$ cat config.mk
export PLATFORM = sky130hd
export DESIGN_NAME = dial_quad_gen
export DESIGN_NICKNAME = d
export VERILOG_FILES = /design/src/rtl/dial_quad_gen.sv
export SDC_FILE = /design/constraint.sdc
export NUM_CORES = 1
export LEC_CHECK = 0
export CAP_MARGIN = 20
export CORE_MARGIN = 2
export CORE_UTILIZATION = 35
export CTS_BUF_LIST = sky130_fd_sc_hd__clkbuf_2 sky130_fd_sc_hd__clkbuf_4 sky130_fd_sc_hd__clkbuf_8
export DETAILED_ROUTE_END_ITERATION = 16
export PLACE_DENSITY = 0.49
export SYNTH_ARGS = -nofsm -noshare
export SYNTH_HDL_FRONTEND = slang
export SYNTH_SLANG_ARGS = --single-unit
export TNS_END_PERCENT = 5
$ cat constraint.sdc
create_clock -name clk_sys -period 7.75 [get_ports clk_sys]
set_clock_uncertainty 0.1 [all_clocks]
set_input_delay 1.55 -clock clk_sys [delete_from_list [all_inputs] [get_ports clk_sys]]
set_output_delay 1.55 -clock clk_sys [all_outputs]
set_load 0.03 [all_outputs]
$ cat src/rtl/dial_quad_gen.sv
// -----------------------------------------------------------------------------
// dial_quad_gen
//
// Multi-channel spinner/dial emulator. Each channel turns a pair of joystick
// direction levels (inc/dec) into a 2-bit quadrature phase that advances at a
// timed, accelerating rate. A shared prescaler produces the base tick. Each
// channel runs its own IDLE/RUN machine. Holding one direction starts slowly.
// The rate then shortens by one tick every ACCEL_STEPS steps, down to
// STEP_FAST.
//
// Ports:
//   clk_sys  - system clock
//   reset_n  - asynchronous active-low reset
//   en       - per-channel enable (quasi-static status bit)
//   invert   - per-channel swap of inc/dec meaning
//   inc      - clockwise request level, one bit per channel
//   dec      - counter-clockwise request level, one bit per channel
//   quad     - quadrature phase; channel n is at [2n+1:2n] = {A,B}
//   step     - one-cycle strobe when a channel's phase advances
//   dir      - direction of the channel's last step (1 = inc)
// -----------------------------------------------------------------------------
module dial_quad_gen #(
  parameter int CHANNELS    = 2,
  parameter int PRESC       = 12000,
  parameter int PRESC_W     = 16,
  parameter int STEP_SLOW   = 8,
  parameter int STEP_FAST   = 2,
  parameter int ACCEL_STEPS = 16,
  parameter int IV_W        = 8
) (
  input  logic                  clk_sys,
  input  logic                  reset_n,
  input  logic [CHANNELS-1:0]   en,
  input  logic [CHANNELS-1:0]   invert,
  input  logic [CHANNELS-1:0]   inc,
  input  logic [CHANNELS-1:0]   dec,
  output logic [2*CHANNELS-1:0] quad,
  output logic [CHANNELS-1:0]   step,
  output logic [CHANNELS-1:0]   dir
);

  localparam int AC_W = $clog2(ACCEL_STEPS + 1);

  typedef enum logic {
    ST_IDLE,
    ST_RUN
  } state_t;

  // Gray-code walk: up goes 00->01->11->10->00, down is the reverse.
  function automatic logic [1:0] nextPhase(input logic [1:0] q, input logic up);
    logic [1:0] n;
    n = 2'b00;
    case (q)
      2'b00:   n = up ? 2'b01 : 2'b10;
      2'b01:   n = up ? 2'b11 : 2'b00;
      2'b11:   n = up ? 2'b10 : 2'b01;
      default: n = up ? 2'b00 : 2'b11;
    endcase
    return n;
  endfunction

  logic [PRESC_W-1:0] r_presc;
  logic               w_tick;

  assign w_tick = (r_presc == PRESC_W'(PRESC - 1));

  // Shared base-tick prescaler. It runs whether or not any channel is enabled,
  // so all channels see ticks on the same cycles.
  always_ff @(posedge clk_sys or negedge reset_n) begin
    if (!reset_n) begin
      r_presc <= '0;
    end else if (w_tick) begin
      r_presc <= '0;
    end else begin
      r_presc <= r_presc + PRESC_W'(1);
    end
  end

  for (genvar g = 0; g < CHANNELS; g++) begin : g_chan
    state_t          r_state, w_state_nxt;
    logic [IV_W-1:0] r_cnt, w_cnt_nxt;
    logic [IV_W-1:0] r_iv, w_iv_nxt;
    logic [AC_W-1:0] r_acc, w_acc_nxt;
    logic [1:0]      r_quad, w_quad_nxt;
    logic            r_step, w_step_nxt;
    logic            r_dir, w_dir_nxt;
    logic            r_reqdir, w_reqdir_nxt;
    logic            w_rinc, w_rdec, w_valid;
    logic [IV_W-1:0] w_iv_shrunk;

    assign w_rinc      = invert[g] ? dec[g] : inc[g];
    assign w_rdec      = invert[g] ? inc[g] : dec[g];
    assign w_valid     = en[g] & (w_rinc ^ w_rdec);
    assign w_iv_shrunk = (r_iv > IV_W'(STEP_FAST)) ? (r_iv - IV_W'(1)) : IV_W'(STEP_FAST);

    // Channel state register.
    always_ff @(posedge clk_sys or negedge reset_n) begin
      if (!reset_n) begin
        r_state  <= ST_IDLE;
        r_cnt    <= '0;
        r_iv     <= IV_W'(STEP_SLOW);
        r_acc    <= '0;
        r_quad   <= 2'b00;
        r_step   <= 1'b0;
        r_dir    <= 1'b0;
        r_reqdir <= 1'b0;
      end else begin
        r_state  <= w_state_nxt;
        r_cnt    <= w_cnt_nxt;
        r_iv     <= w_iv_nxt;
        r_acc    <= w_acc_nxt;
        r_quad   <= w_quad_nxt;
        r_step   <= w_step_nxt;
        r_dir    <= w_dir_nxt;
        r_reqdir <= w_reqdir_nxt;
      end
    end

    // Next-state logic. The RUN exit check is done before any tick handling.
    // A reversal or release therefore never steps, and the channel restarts
    // slowly from IDLE. When the interval shrinks, the countdown reloads with
    // the new, shorter value straight away.
    always_comb begin
      w_state_nxt  = r_state;
      w_cnt_nxt    = r_cnt;
      w_iv_nxt     = r_iv;
      w_acc_nxt    = r_acc;
      w_quad_nxt   = r_quad;
      w_step_nxt   = 1'b0;
      w_dir_nxt    = r_dir;
      w_reqdir_nxt = r_reqdir;
      unique case (r_state)
        ST_IDLE: begin
          if (w_tick && w_valid) begin
            w_state_nxt  = ST_RUN;
            w_cnt_nxt    = IV_W'(STEP_SLOW);
            w_iv_nxt     = IV_W'(STEP_SLOW);
            w_acc_nxt    = '0;
            w_reqdir_nxt = w_rinc;
            w_dir_nxt    = w_rinc;
            w_step_nxt   = 1'b1;
            w_quad_nxt   = nextPhase(r_quad, w_rinc);
          end
        end
        ST_RUN: begin
          if (!w_valid || (w_rinc != r_reqdir)) begin
            w_state_nxt = ST_IDLE;
            w_cnt_nxt   = '0;
            w_iv_nxt    = IV_W'(STEP_SLOW);
            w_acc_nxt   = '0;
          end else if (w_tick) begin
            if (r_cnt == IV_W'(1)) begin
              w_step_nxt = 1'b1;
              w_dir_nxt  = r_reqdir;
              w_quad_nxt = nextPhase(r_quad, r_reqdir);
              if (r_acc == AC_W'(ACCEL_STEPS - 1)) begin
                w_acc_nxt = '0;
                w_iv_nxt  = w_iv_shrunk;
                w_cnt_nxt = w_iv_shrunk;
              end else begin
                w_acc_nxt = r_acc + AC_W'(1);
                w_cnt_nxt = r_iv;
              end
            end else begin
              w_cnt_nxt = r_cnt - IV_W'(1);
            end
          end
        end
        default: w_state_nxt = ST_IDLE;
      endcase
    end

    assign quad[2*g +: 2] = r_quad;
    assign step[g]        = r_step;
    assign dir[g]         = r_dir;
  end

endmodule
==> metrics.txt <==
setup slack at placement=~3.7 ns; peak supply drop=0.0572 mV; Async SR Flop Fraction=between 90% and 100%; Data arrival, critical path=3.82 ns; sequential area share after synthesis=40.6%; Lkg Pwr=between 2 and 2.5 nW; first-pass GRT wire length=between 15,000 and 20,000 um; final setup margin=4.09 ns; cts bufs inserted=9; CP startpoint kind=input port; Power Density=roughly 150 nW/um^2; Main synth FF type=dfrtp_1; Final Hold Vio Count=0; Starting Density=a little over a third; Tot GR Track Use=between 10% and 20%; Yosys warnings=0; TNS Setup=0 ns; Tmin final=about 3.7 ns; Die Span X=between 100 and 150 um; worst skew pair latency=approximately 0.36 ns; nets@finish=between 500 and 600; CORE AREA=roughly 12,000 sq um; Tcrit/Tclk final=47.2%; CTS tree=built; DP Wirelength=approximately 7000 um; synthesis-to-finish area growth=11.0%; antenna-violating nets left=0; Rows=40; hold buffers post-CTS=0; Yosys cell types=62; Net Count, Synth=slightly below 500; Area contributors post-synth=dfrtp_1 (39%), o21ai_0 (5.1%), xnor2_1 (4.3%); Final Util=between 30% and 40%; post-synthesis register bit count=70; total wire length=10,200 um; worst-path maximum fanout=21; Slew Limit Fails=0; cell count after synthesis=469; Power, Total=just under 0.7 mW; Die Y=115 um; Worst-Margin Slew=0.905 ns; Via density=5.58; Worst Path Required=slightly below 8 ns; max_slew headroom=about two fifths; status=completed; final RePlAce weighted congestion=0.812; MaxCap Viol Count=0; GRT overflow=0; diode count=0; mapped cell area=roughly 4300 sq um; post-cts sizing count=0; CTS root buffer=clkbuf_8; share of layout cells above drive strength 1=11.5%; Max Buffers Root-to-Sink=2; fmax=273 MHz; CP Capture Type=flop; cell taking the most area after synthesis=dfrtp_1; RSZ-0062 raised after global routing=no; I/O pin count=18; Die Area=13,200 sq um; top cell type's share of synthesized area=just under 40%; Hold Crit Class=reg -> reg; final setup fails=0; Post-Syn Area per Cell=between 9 and 10 sq um; initial antenna violation count=0; vias in the first global route=approximately 3.3k; kind of critical path=in -> reg; IO buf count=17; vias=3,525; largest net degree at the start of global routing=between 70 and 80; Clock transition at path regs=0.08 ns; CTS sink count=70; DR DRC count=0; setup bufs post-CTS=0; hold_ws=0.391 ns; Iteration-0 DRC Markers=154; EDFF count, synth=0; DR pass1 iterations=4; H-tree depth=3; Wirelength per Cell=16.2 um
[stage by stage]
step                std cells  area [sq um]
floorplan                 469          4320
global placement          617          4610
detailed placement        617          4610
CTS                       632          4790
global route              632          4790
finish                    632          4790
[flip-flops by register name, indices dropped and copies added, names as in the netlist]
signal           count
g_chan.r_cnt        16
g_chan.r_iv         16
r_presc             16
g_chan.r_acc        10
g_chan.r_quad        4
g_chan.r_dir         2
g_chan.r_reqdir      2
g_chan.r_state       2
g_chan.r_step        2
[placed cells by master (no fill, tap or decap), types with 3 or more instances in the layout]
cell type and instances:
nand2_1 39, nand3b_1 4, a21o_1 3, nor3_1 19
a31oi_1 5, xnor2_1 21, o21a_1 5, ha_1 11
nand3_1 18, nor4_2 5, and3_1 7, nor3b_1 3
or4_1 11, or3_1 3, or2_2 6, clkbuf_8 11
nand4_1 5, nand2b_1 5, nand4b_1 4, mux2_2 12
mux2i_1 6, xor2_1 11, o31ai_1 6, nor2_1 36
a21oi_1 14, o22ai_1 3, buf_4 7, nor4_1 9
and4b_1 6, o211ai_1 6, clkdlybuf4s50_1 16, inv_1 16
dfrtp_1 68, o21ai_0 44
[routing by layer]
layer | global-route usage (%) | vias up | routed length, um
met5 | 0 | - | 0
met4 | 7.47 | 0 | 176
met3 | 2.85 | 17 | 369
met2 | 24.3 | 79 | 4560
met1 | 23.3 | 1685 | 5130
li1 | - | 1744 | -
[cell families after synthesis]
group,count (synthesis),synth area share (%)
compound gates,108,16.0
xor+xnor,32,6.49
fa+ha+maj,11,3.19
buf+inv,38,3.91
flops,70,40.6
mux,18,4.52
simple gates,192,25.3
[where the power goes]
group | switching [mW] | internal, mW
logic | 0.0278 | 0.0180
clock network | 0.142 | 0.135
registers | 0.00399 | 0.368
total | 0.174 | 0.521
[cells in the mapped netlist, types with 6 or more instances]
cell,count
o31ai_1,6
xnor2_1,21
ha_1,11
dfrtp_1,68
o21ai_0,44
nand3_1,18
a21oi_1,14
and3_1,7
xor2_1,11
inv_1,16
nor4_1,10
nor2_1,36
nor3_1,19
mux2i_1,6
clkbuf_1,16
mux2_2,12
or2_2,6
o211ai_1,6
or4_1,11
and4b_1,6
nand2_1,39
[final timing paths]
kind | end | start | slack, ns | cells past startpoint
setup / recovery | g_chan[1].r_iv[1] | invert[1] | 4.09 | 6
hold / removal | r_presc[15] | r_presc[15] | 0.39 | 1
setup reg to reg | g_chan[1].r_acc[1] | r_presc[12] | 4.62 | 5
hold reg to reg | r_presc[15] | r_presc[15] | 0.39 | 1
max in group asynchronous | g_chan[0].r_quad[0] | reset_n | 5.74 | 1
min in group asynchronous | r_presc[5] | reset_n | 1.22 | 1
[final cells by class]
cell class / instances / area (sq um)
Clock inverter: 3 / 20.0
Tap cell: 147 / 184
Sequential cell: 70 / 1750
Clock buffer: 12 / 159
Inverter: 16 / 60.1
Fill cell: 1207 / 7220
Timing Repair Buffer: 23 / 213
Multi-Input combinational cell: 361 / 2400
[critical path: stages]
cell	delay, ns
clkdlybuf4s50_1	0.44
xnor2_1	0.32
mux2_2	0.40
a2bb2oi_2	0.70
nor2_1	0.18
o21ai_0	0.23
(Power assumes the default switching activity.)
